===== src/rtl/pipe_stage_skid_reg.sv =====
`default_nettype none
// ============================================================================
// Module      : pipe_stage_skid_reg
// Description : Elastic pipeline-stage register with a 2-entry skid buffer,
//               a registered in_ready, flush, bubble gating and a stall counter.
// Revision    : 1.0 - initial release
// ============================================================================
module pipe_stage_skid_reg #(
  parameter int DATA_W = 64,
  parameter int RD_W   = 5,
  parameter int CTRL_W = 2,
  parameter int CNT_W  = 16
) (
  input  logic              clk,
  input  logic              rst,
  input  logic              flush,
  input  logic              in_valid,
  output logic              in_ready,
  input  logic [DATA_W-1:0] in_data,
  input  logic [RD_W-1:0]   in_rd,
  input  logic [CTRL_W-1:0] in_ctrl,
  output logic              out_valid,
  input  logic              out_ready,
  output logic [DATA_W-1:0] out_data,
  output logic [RD_W-1:0]   out_rd,
  output logic [CTRL_W-1:0] out_ctrl,
  output logic [CNT_W-1:0]  stall_cnt
);

  // State bits are {skid_valid, main_valid}.
  typedef enum logic [1:0] {
    ST_EMPTY = 2'b00,
    ST_FULL  = 2'b01,
    ST_SKID  = 2'b11
  } state_t;

  localparam logic [CNT_W-1:0] c_cnt_max = '1;

  state_t              r_state;
  state_t              w_state_next;
  logic                w_accept;
  logic                w_drain;
  logic                w_load_main;
  logic                w_main_from_skid;
  logic                w_load_skid;
  logic                r_in_ready;
  logic [DATA_W-1:0]   r_main_data;
  logic [RD_W-1:0]     r_main_rd;
  logic [CTRL_W-1:0]   r_main_ctrl;
  logic [DATA_W-1:0]   r_skid_data;
  logic [RD_W-1:0]     r_skid_rd;
  logic [CTRL_W-1:0]   r_skid_ctrl;
  logic [CNT_W-1:0]    r_stall_cnt;

  assign w_accept = in_valid & r_in_ready;
  assign w_drain  = r_state[0] & out_ready;

  always_ff @(posedge clk or posedge rst) begin
    if (rst) begin
      r_state <= ST_EMPTY;
    end else begin
      r_state <= w_state_next;
    end
  end

  always_comb begin
    w_state_next     = r_state;
    w_load_main      = 1'b0;
    w_main_from_skid = 1'b0;
    w_load_skid      = 1'b0;
    if (flush) begin
      w_state_next = ST_EMPTY;
    end else begin
      case (r_state)
        ST_EMPTY: begin
          if (w_accept) begin
            w_load_main  = 1'b1;
            w_state_next = ST_FULL;
          end
        end
        ST_FULL: begin
          if (w_accept && w_drain) begin
            w_load_main = 1'b1;
          end else if (w_drain) begin
            w_state_next = ST_EMPTY;
          end else if (w_accept) begin
            w_load_skid  = 1'b1;
            w_state_next = ST_SKID;
          end
        end
        ST_SKID: begin
          if (w_drain) begin
            w_main_from_skid = 1'b1;
            w_state_next     = ST_FULL;
          end
        end
        default: w_state_next = ST_EMPTY;
      endcase
    end
  end

  // Ready is recomputed from the next state so it never depends on out_ready combinationally.
  always_ff @(posedge clk or posedge rst) begin
    if (rst) begin
      r_in_ready <= 1'b0;
    end else begin
      r_in_ready <= (w_state_next != ST_SKID);
    end
  end

  always_ff @(posedge clk or posedge rst) begin
    if (rst) begin
      r_main_data <= '0;
      r_main_rd   <= '0;
      r_main_ctrl <= '0;
      r_skid_data <= '0;
      r_skid_rd   <= '0;
      r_skid_ctrl <= '0;
    end else begin
      if (w_load_main) begin
        r_main_data <= in_data;
        r_main_rd   <= in_rd;
        r_main_ctrl <= in_ctrl;
      end else if (w_main_from_skid) begin
        r_main_data <= r_skid_data;
        r_main_rd   <= r_skid_rd;
        r_main_ctrl <= r_skid_ctrl;
      end
      if (w_load_skid) begin
        r_skid_data <= in_data;
        r_skid_rd   <= in_rd;
        r_skid_ctrl <= in_ctrl;
      end
    end
  end

  always_ff @(posedge clk or posedge rst) begin
    if (rst) begin
      r_stall_cnt <= '0;
    end else if (r_state[0] && !out_ready && (r_stall_cnt != c_cnt_max)) begin
      r_stall_cnt <= r_stall_cnt + 1'b1;
    end
  end

  assign in_ready  = r_in_ready;
  assign out_valid = r_state[0];
  assign out_data  = r_main_data;
  // Bubbles must never carry a register write.
  assign out_rd    = r_state[0] ? r_main_rd   : '0;
  assign out_ctrl  = r_state[0] ? r_main_ctrl : '0;
  assign stall_cnt = r_stall_cnt;

endmodule
`default_nettype wire


===== config.mk =====
export PLATFORM = sky130hd
export DESIGN_NAME = pipe_stage_skid_reg
export DESIGN_NICKNAME = d
export VERILOG_FILES = /design/src/rtl/pipe_stage_skid_reg.sv
export SDC_FILE = /design/constraint.sdc
export NUM_CORES = 1
export LEC_CHECK = 0
export ABC_CLOCK_PERIOD_IN_PS = 7400
export CORE_MARGIN = 2
export CORE_UTILIZATION = 40
export CTS_CLUSTER_DIAMETER = 200
export DETAILED_ROUTE_END_ITERATION = 6
export PLACE_DENSITY = 0.76
export SLEW_MARGIN = 20
export SYNTH_ARGS = -nofsm -noshare
export SYNTH_HDL_FRONTEND = slang
export SYNTH_SLANG_ARGS = --single-unit

===== constraint.sdc =====
create_clock -name clk -period 7.4 [get_ports clk]
set_input_delay 2.22 -clock clk [delete_from_list [all_inputs] [get_ports clk]]
set_output_delay 2.22 -clock clk [all_outputs]
set_load 0.05 [all_outputs]

== Word level (Yosys, flattened, before mapping) ==
Index checks and enable logic that the tools add are counted.

* $add $sub $neg: 1
* Equal/unequal tests: 4
* Multiplexer cells: 26
* Bitwise operators: 2
* Reduce and logical (&&, ||, !) cells: 6

{| class="wikitable"
|+ Operator list
! kind !! count
|-
| two-way mux 64 bit || 2
|-
| two-way mux 2 bit || 9
|-
| adder 16 x 1 -> 16 bit, second input constant || 1
|-
| inequality test 16 bit, second input constant || 1
|-
| two-way mux 5 bit || 3
|-
| two-way mux 1 bit || 10
|-
| case mux 2 bit (3 select lines) || 1
|-
| logical AND 1 bit || 3
|-
| AND 1 bit || 2
|-
| equality test 2 x 1 -> 1 bit, second input constant || 1
|-
| equality test 2 bit, second input constant || 1
|-
| logical NOT 2 bit || 1
|-
| inequality test 2 bit, second input constant || 1
|-
| case mux 1 bit (2 select lines) || 1
|-
| nonzero test 2 bit || 1
|-
| logical NOT 1 bit || 1
|}

* Register bits: 161
* Input port bits: 76
* Output and inout port bits: 89
* Logic and storage cells: 48

== Longest topological paths before layout ==
* Depth in word-level cells: 7
* Depth in mapped cells: 6
* Gate-level depth less buffers: 5

== Worst setup path after synthesis ==
OpenSTA, ideal clock, no wires.

* Kind: register to output
* From: reg r_state[0]
* To: out out_ctrl[1]
* Arrival: 1329 ps
* Required time: 5180 ps
* Setup slack: 3851 ps
* Cell stages (with the launch flop): 3
* Buffers on the path: 1
* Cells stage by stage: dfrtp_1 -> clkbuf_1 -> and2_1

* Longest elaborated chain between the ends: 1

{| class="wikitable"
|+ Ends and longest elaborated chain
! item !! line !! text
|-
| from (decl) || 39 || <nowiki>state_t r_state;</nowiki>
|-
| from (signal assigned) || 62 || <nowiki>r_state <= w_state_next;</nowiki>
|-
| two-way mux 2 bit || 150 || <nowiki>assign out_ctrl = r_state[0] ? r_main_ctrl : '0;</nowiki>
|-
| to (decl) || 26 || <nowiki>output logic [CTRL_W-1:0] out_ctrl,</nowiki>
|}

Every way passes these cells.

== Final worst setup path ==
* From: in out_ready
* To: reg r_main_data[38], in the netlist out_data[38]

* Longest elaborated chain between the ends: 6
* Elaborated cells on any way between the ends: 10
* Classes of those cells: mux (7); bitwise (1); reduce/logical (2)

{| class="wikitable"
|+ Ends and longest elaborated chain
! item !! line !! text
|-
| from (decl) || 23 || <nowiki>input logic out_ready,</nowiki>
|-
| AND 1 bit * || 56 || <nowiki>assign w_drain = r_state[0] & out_ready;</nowiki>
|-
| logical AND 1 bit || 82 || <nowiki>if (w_accept && w_drain) begin</nowiki>
|-
| two-way mux 1 bit || 82 ||
|-
| case mux 1 bit (2 select lines) || 74 || <nowiki>case (r_state)</nowiki>
|-
| two-way mux 1 bit || 71 || <nowiki>if (flush) begin</nowiki>
|-
| two-way mux 64 bit or nonzero test 2 bit (tied branches) || -- ||
|-
| to (signal assigned) || 121 || <nowiki>r_main_data <= in_data;</nowiki>
|-
| to (signal assigned) || 125 || <nowiki>r_main_data <= r_skid_data;</nowiki>
|-
| to (decl) || 47 || <nowiki>logic [DATA_W-1:0] r_main_data;</nowiki>
|}

Mark *: on every way between the ends. The rest lies on a longest branch, timed or not.
A chain may end at the register's enable or synchronous reset.

==> results.txt <==
----------------------------------------------------
[Timing]
  Final setup violation count ... 0
  Final period demand of the worst path ... 4.482 ns
  Max-slew violation count ... 0
  Measured slew at the worst slew-check pin ... 0.9955 ns
  Final Hold Violating Endpoints ... 0
  Worst Clk Skew ... 0.007492 ns
  Maximum frequency from static timing analysis ... 223.1 MHz
  Setup TNS ... 0 ns
  Setup repair after global routing missed its margin ... false
  Fin worst setup slack ... 2.918 ns
  Slew headroom ... 33.63%
  Portion of the clock cycle consumed by the worst path in the final layout ... 60.56%

[Floorplan]
  Boundary Pins ... 165
  Die Area ... 17810 sq um
  Initial core utilization ... 40.72%
  Count of standard-cell rows ... 47
  Placeable Area ... 16470 sq um
  Chip width ... 133.5 microns
  Die Y-Extent ... 133.5 microns

[Clock tree]
  Setup bufs post-CTS ... 0
  Clock root buffer ... sky130_fd_sc_hd__clkbuf_16
  H-tree Lvls ... 4
  Post-cts sizing count ... 0
  TritonCTS clock tree ... built
  Number of hold buffers added after cts ... 0
  # clock sinks ... 161
  Clock Pin Slew Worst Setup and Hold Paths ... 0.06 ns
  Deepest clock path buffer count ... 2
  Cts bufs inserted ... 17
  Insertion delay of the later-clocked pin in the worst-skew pair ... 0.41 ns

[Yosys]
  Post-synthesis area per instance ... 14.00 sq um
  Number of distinct library cell variants in the gate-level netlist after synthesis ... 38
  Biggest area contributors in the synthesized netlist ... sky130_fd_sc_hd__dfrtp_1 60%, sky130_fd_sc_hd__mux2_2 11%, sky130_fd_sc_hd__a22o_1 9.3%, sky130_fd_sc_hd__a21o_1 7.9%, sky130_fd_sc_hd__xor2_1 1.4%
  Register area share after synthesis ... 60.09%
  Dominant register cell in the synthesized netlist ... sky130_fd_sc_hd__dfrtp_1
  Gate count of the mapped netlist ... 479
  Async S/R FF share, synth ... 100.0%
  Commonest cells in the netlist ... 161 x sky130_fd_sc_hd__dfrtp_1, 71 x sky130_fd_sc_hd__a21o_1, 71 x sky130_fd_sc_hd__a22o_1, 66 x sky130_fd_sc_hd__mux2_2, 18 x sky130_fd_sc_hd__buf_2
  Mapped cell area ... 6705 sq um
  Dominant cell by count in the synthesized netlist ... sky130_fd_sc_hd__dfrtp_1
  Total nets after synthesis ... 556
  Flip-flop and latch count after synthesis ... 161
  Area share of the largest cell type after synthesis ... 60.09%
  Synth warnings ... 0
  Number of flops mapped to enable cells by yosys ... 0
  Library cell occupying the most area in the post-synthesis netlist ... sky130_fd_sc_hd__dfrtp_1

[Place]
  Worst-case setup slack after placement ... 2.488 ns
  Half-perimeter wire length after detailed placement ... 9.791 mm
  Count of port buffers added during placement ... 164
  Placer congestion estimate ... 0.7956

[GRT]
  Overall Global Routing Usage ... 17.18%
  Maximum number of pins on one net before global-route repair ... 103
  Initial antenna violation count ... 3
  Total congestion overflow ... 0
  Number of global-route vias before repair ... 4772
  Global-route wire length before repair ... 24.15 mm

[Final layout]
  Final core utilization ... 54.81%
  Seq. cell area ... 4029 sq um
  Layout area overhead ... 34.60%
  Multi-input logic area ... 2479 sq um
  Fraction of final layout cells sized beyond drive strength 1 ... 17.03%
  Fillers ... 1377
  Net count of the finished layout ... 711

[Pwr]
  Share of total power in combinational logic ... 26.4%
  Fraction of power spent switching nets ... 31.83%
  Power Internal ... 0.001836 W
  Clk network pwr share ... 29.9%
  VDD IR max ... 0.2753 mV
  Cell leakage power ... 4.318 nW
  Net switching power of the design ... 0.0008570 W
  Sequential share of power ... 43.7%
  Power per Cell Area ... 298.3 nW/um^2

[Route]
  Routed wl met2 ... 7.112 mm
  Final wirelength ... 14.76 mm
  Final ANT Viol Nets ... 0
  DRC violation total after the first TritonRoute iteration ... 166
  Met3 wire len ... 890 microns
  Met1 Routed Length ... 6.575 mm
  Highest signal layer in the routed design ... met5
  Pre-antenna DRT Iters ... 4
  DRC viols ... 0
  Detailed-route wire length per cell ... 17.02 microns
  Count of vias placed by the detailed router ... 4526
  Vias per cell ... 5.220

[Critical path]
  Start-to-end type of the worst setup path ... in -> reg
  Highest fanout seen on the critical path ... 54
  Crit path launch type ... input pin
  Arrival time at the worst endpoint ... 4.83 ns
  Type of destination of the critical path ... flip-flop
  Required time of the critical path ... 7.74 ns

[Min path]
  Tightest Hold Check Type ... reg -> reg

[Run status]
  Result of the run ... finished clean

[Flow run]
  Number of max-capacitance violations reported ... 0

----------------------------------------------------
-- worst paths after layout --
check                                    startpoint                       end  cells after the start  slack (ns)
hold reg to reg            out_data[46]$_DFFE_PP0P_  out_data[46]$_DFFE_PP0P_                      1        0.47
hold / removal             out_data[46]$_DFFE_PP0P_  out_data[46]$_DFFE_PP0P_                      1        0.47
min in group asynchronous                       rst   out_data[6]$_DFFE_PP0P_                      2        2.39
setup reg to reg               r_state[0]$_DFF_PP0_  out_data[38]$_DFFE_PP0P_                      6        4.66
max in group asynchronous                       rst  out_data[45]$_DFFE_PP0P_                      3        3.69
setup / recovery                          out_ready  out_data[38]$_DFFE_PP0P_                      7        2.92
-- sequential cells by signal, summed over array words and instances, names as in the netlist --
name         cells
r_skid_ctrl      2
stall_cnt       16
r_main_rd        5
out_data        64
r_skid_data     64
r_skid_rd        5
in_ready         1
r_state          2
r_main_ctrl      2
-- metrics by stage --
step	hold slack [ns]	cells	total power, W	instance area [sq um]
2_1_floorplan	0.4408	479	0.001639	6705
3_3_place_gp	0.4524	835	0.001880	8482
3_5_place_dp	0.4626	835	0.001909	8482
4_1_cts	0.4767	866	0.002723	9022
5_1_grt	0.4966	867	0.002809	9025
6_report	0.4723	867	0.002693	9025
-- power groups by stage --
| stage | clock network [W] | registers, W | logic, W |
|---|---|---|---|
| 2_1_floorplan | 0 | 0.00142 | 0.000221 |
| 3_3_place_gp | 0 | 0.00118 | 0.000701 |
| 3_5_place_dp | 0 | 0.00119 | 0.000718 |
| 4_1_cts | 0.000827 | 0.00118 | 0.000720 |
| 5_1_grt | 0.000861 | 0.00120 | 0.000750 |
| 6_report | 0.000804 | 0.00118 | 0.000712 |
-- critical path: stages --
cell and delay, ns:
sky130_fd_sc_hd__clkdlybuf4s50_1 0.46, sky130_fd_sc_hd__nand2b_1 0.36, sky130_fd_sc_hd__nor3b_2 0.28, sky130_fd_sc_hd__buf_4 0.27, sky130_fd_sc_hd__nor2_4 0.41, sky130_fd_sc_hd__buf_4 0.58
sky130_fd_sc_hd__a21o_1 0.21
-- kinds of logic (layout without fill, tap and decap cells) --
logic type	after synthesis	count (layout)	share of synthesized area (%)
AND/OR/NAND/NOR	46	46	4.702
AO/OA/AOI/OAI	147	147	17.69
buffers and inverters	37	204	3.191
XOR/XNOR	14	14	1.829
flip-flops	161	161	60.09
multiplexers	73	73	12.32
adder cells (fa/ha/maj)	1	1	0.1866
other	0	1	0
-- per-layer routing --
layer / vias up / track usage [%]
met4: 4 / 5.024
met1: 2299 / 21.98
li1: 2084 / -
met2: 124 / 28.15
met5: - / 0
met3: 15 / 5.479
-- final cells by class --
type                            instances  share of cell area, %
Sequential cell                       161                  44.64
Multi-Input combinational cell        281                  27.46
Timing Repair Buffer                  169                  18.61
Clock buffer                           22                  5.033
Tap cell                              220                  3.050
Clock inverter                          9                 0.9566
Inverter                                4                 0.2218
Antenna cell                            1                0.02773
-- placed cells by master, fill, tap and decap left out, types with 6 or more instances in the layout --
master / synthesis / final
sky130_fd_sc_hd__clkbuf_16: 0 / 17
sky130_fd_sc_hd__a22o_1: 71 / 71
sky130_fd_sc_hd__mux2_2: 66 / 66
sky130_fd_sc_hd__and2_1: 7 / 7
sky130_fd_sc_hd__clkdlybuf4s50_1: 0 / 164
sky130_fd_sc_hd__a21o_1: 71 / 71
sky130_fd_sc_hd__dfrtp_1: 161 / 161
sky130_fd_sc_hd__mux2_1: 6 / 6
sky130_fd_sc_hd__xor2_1: 11 / 11
No activity file was read; power rests on OpenSTA's default activity.
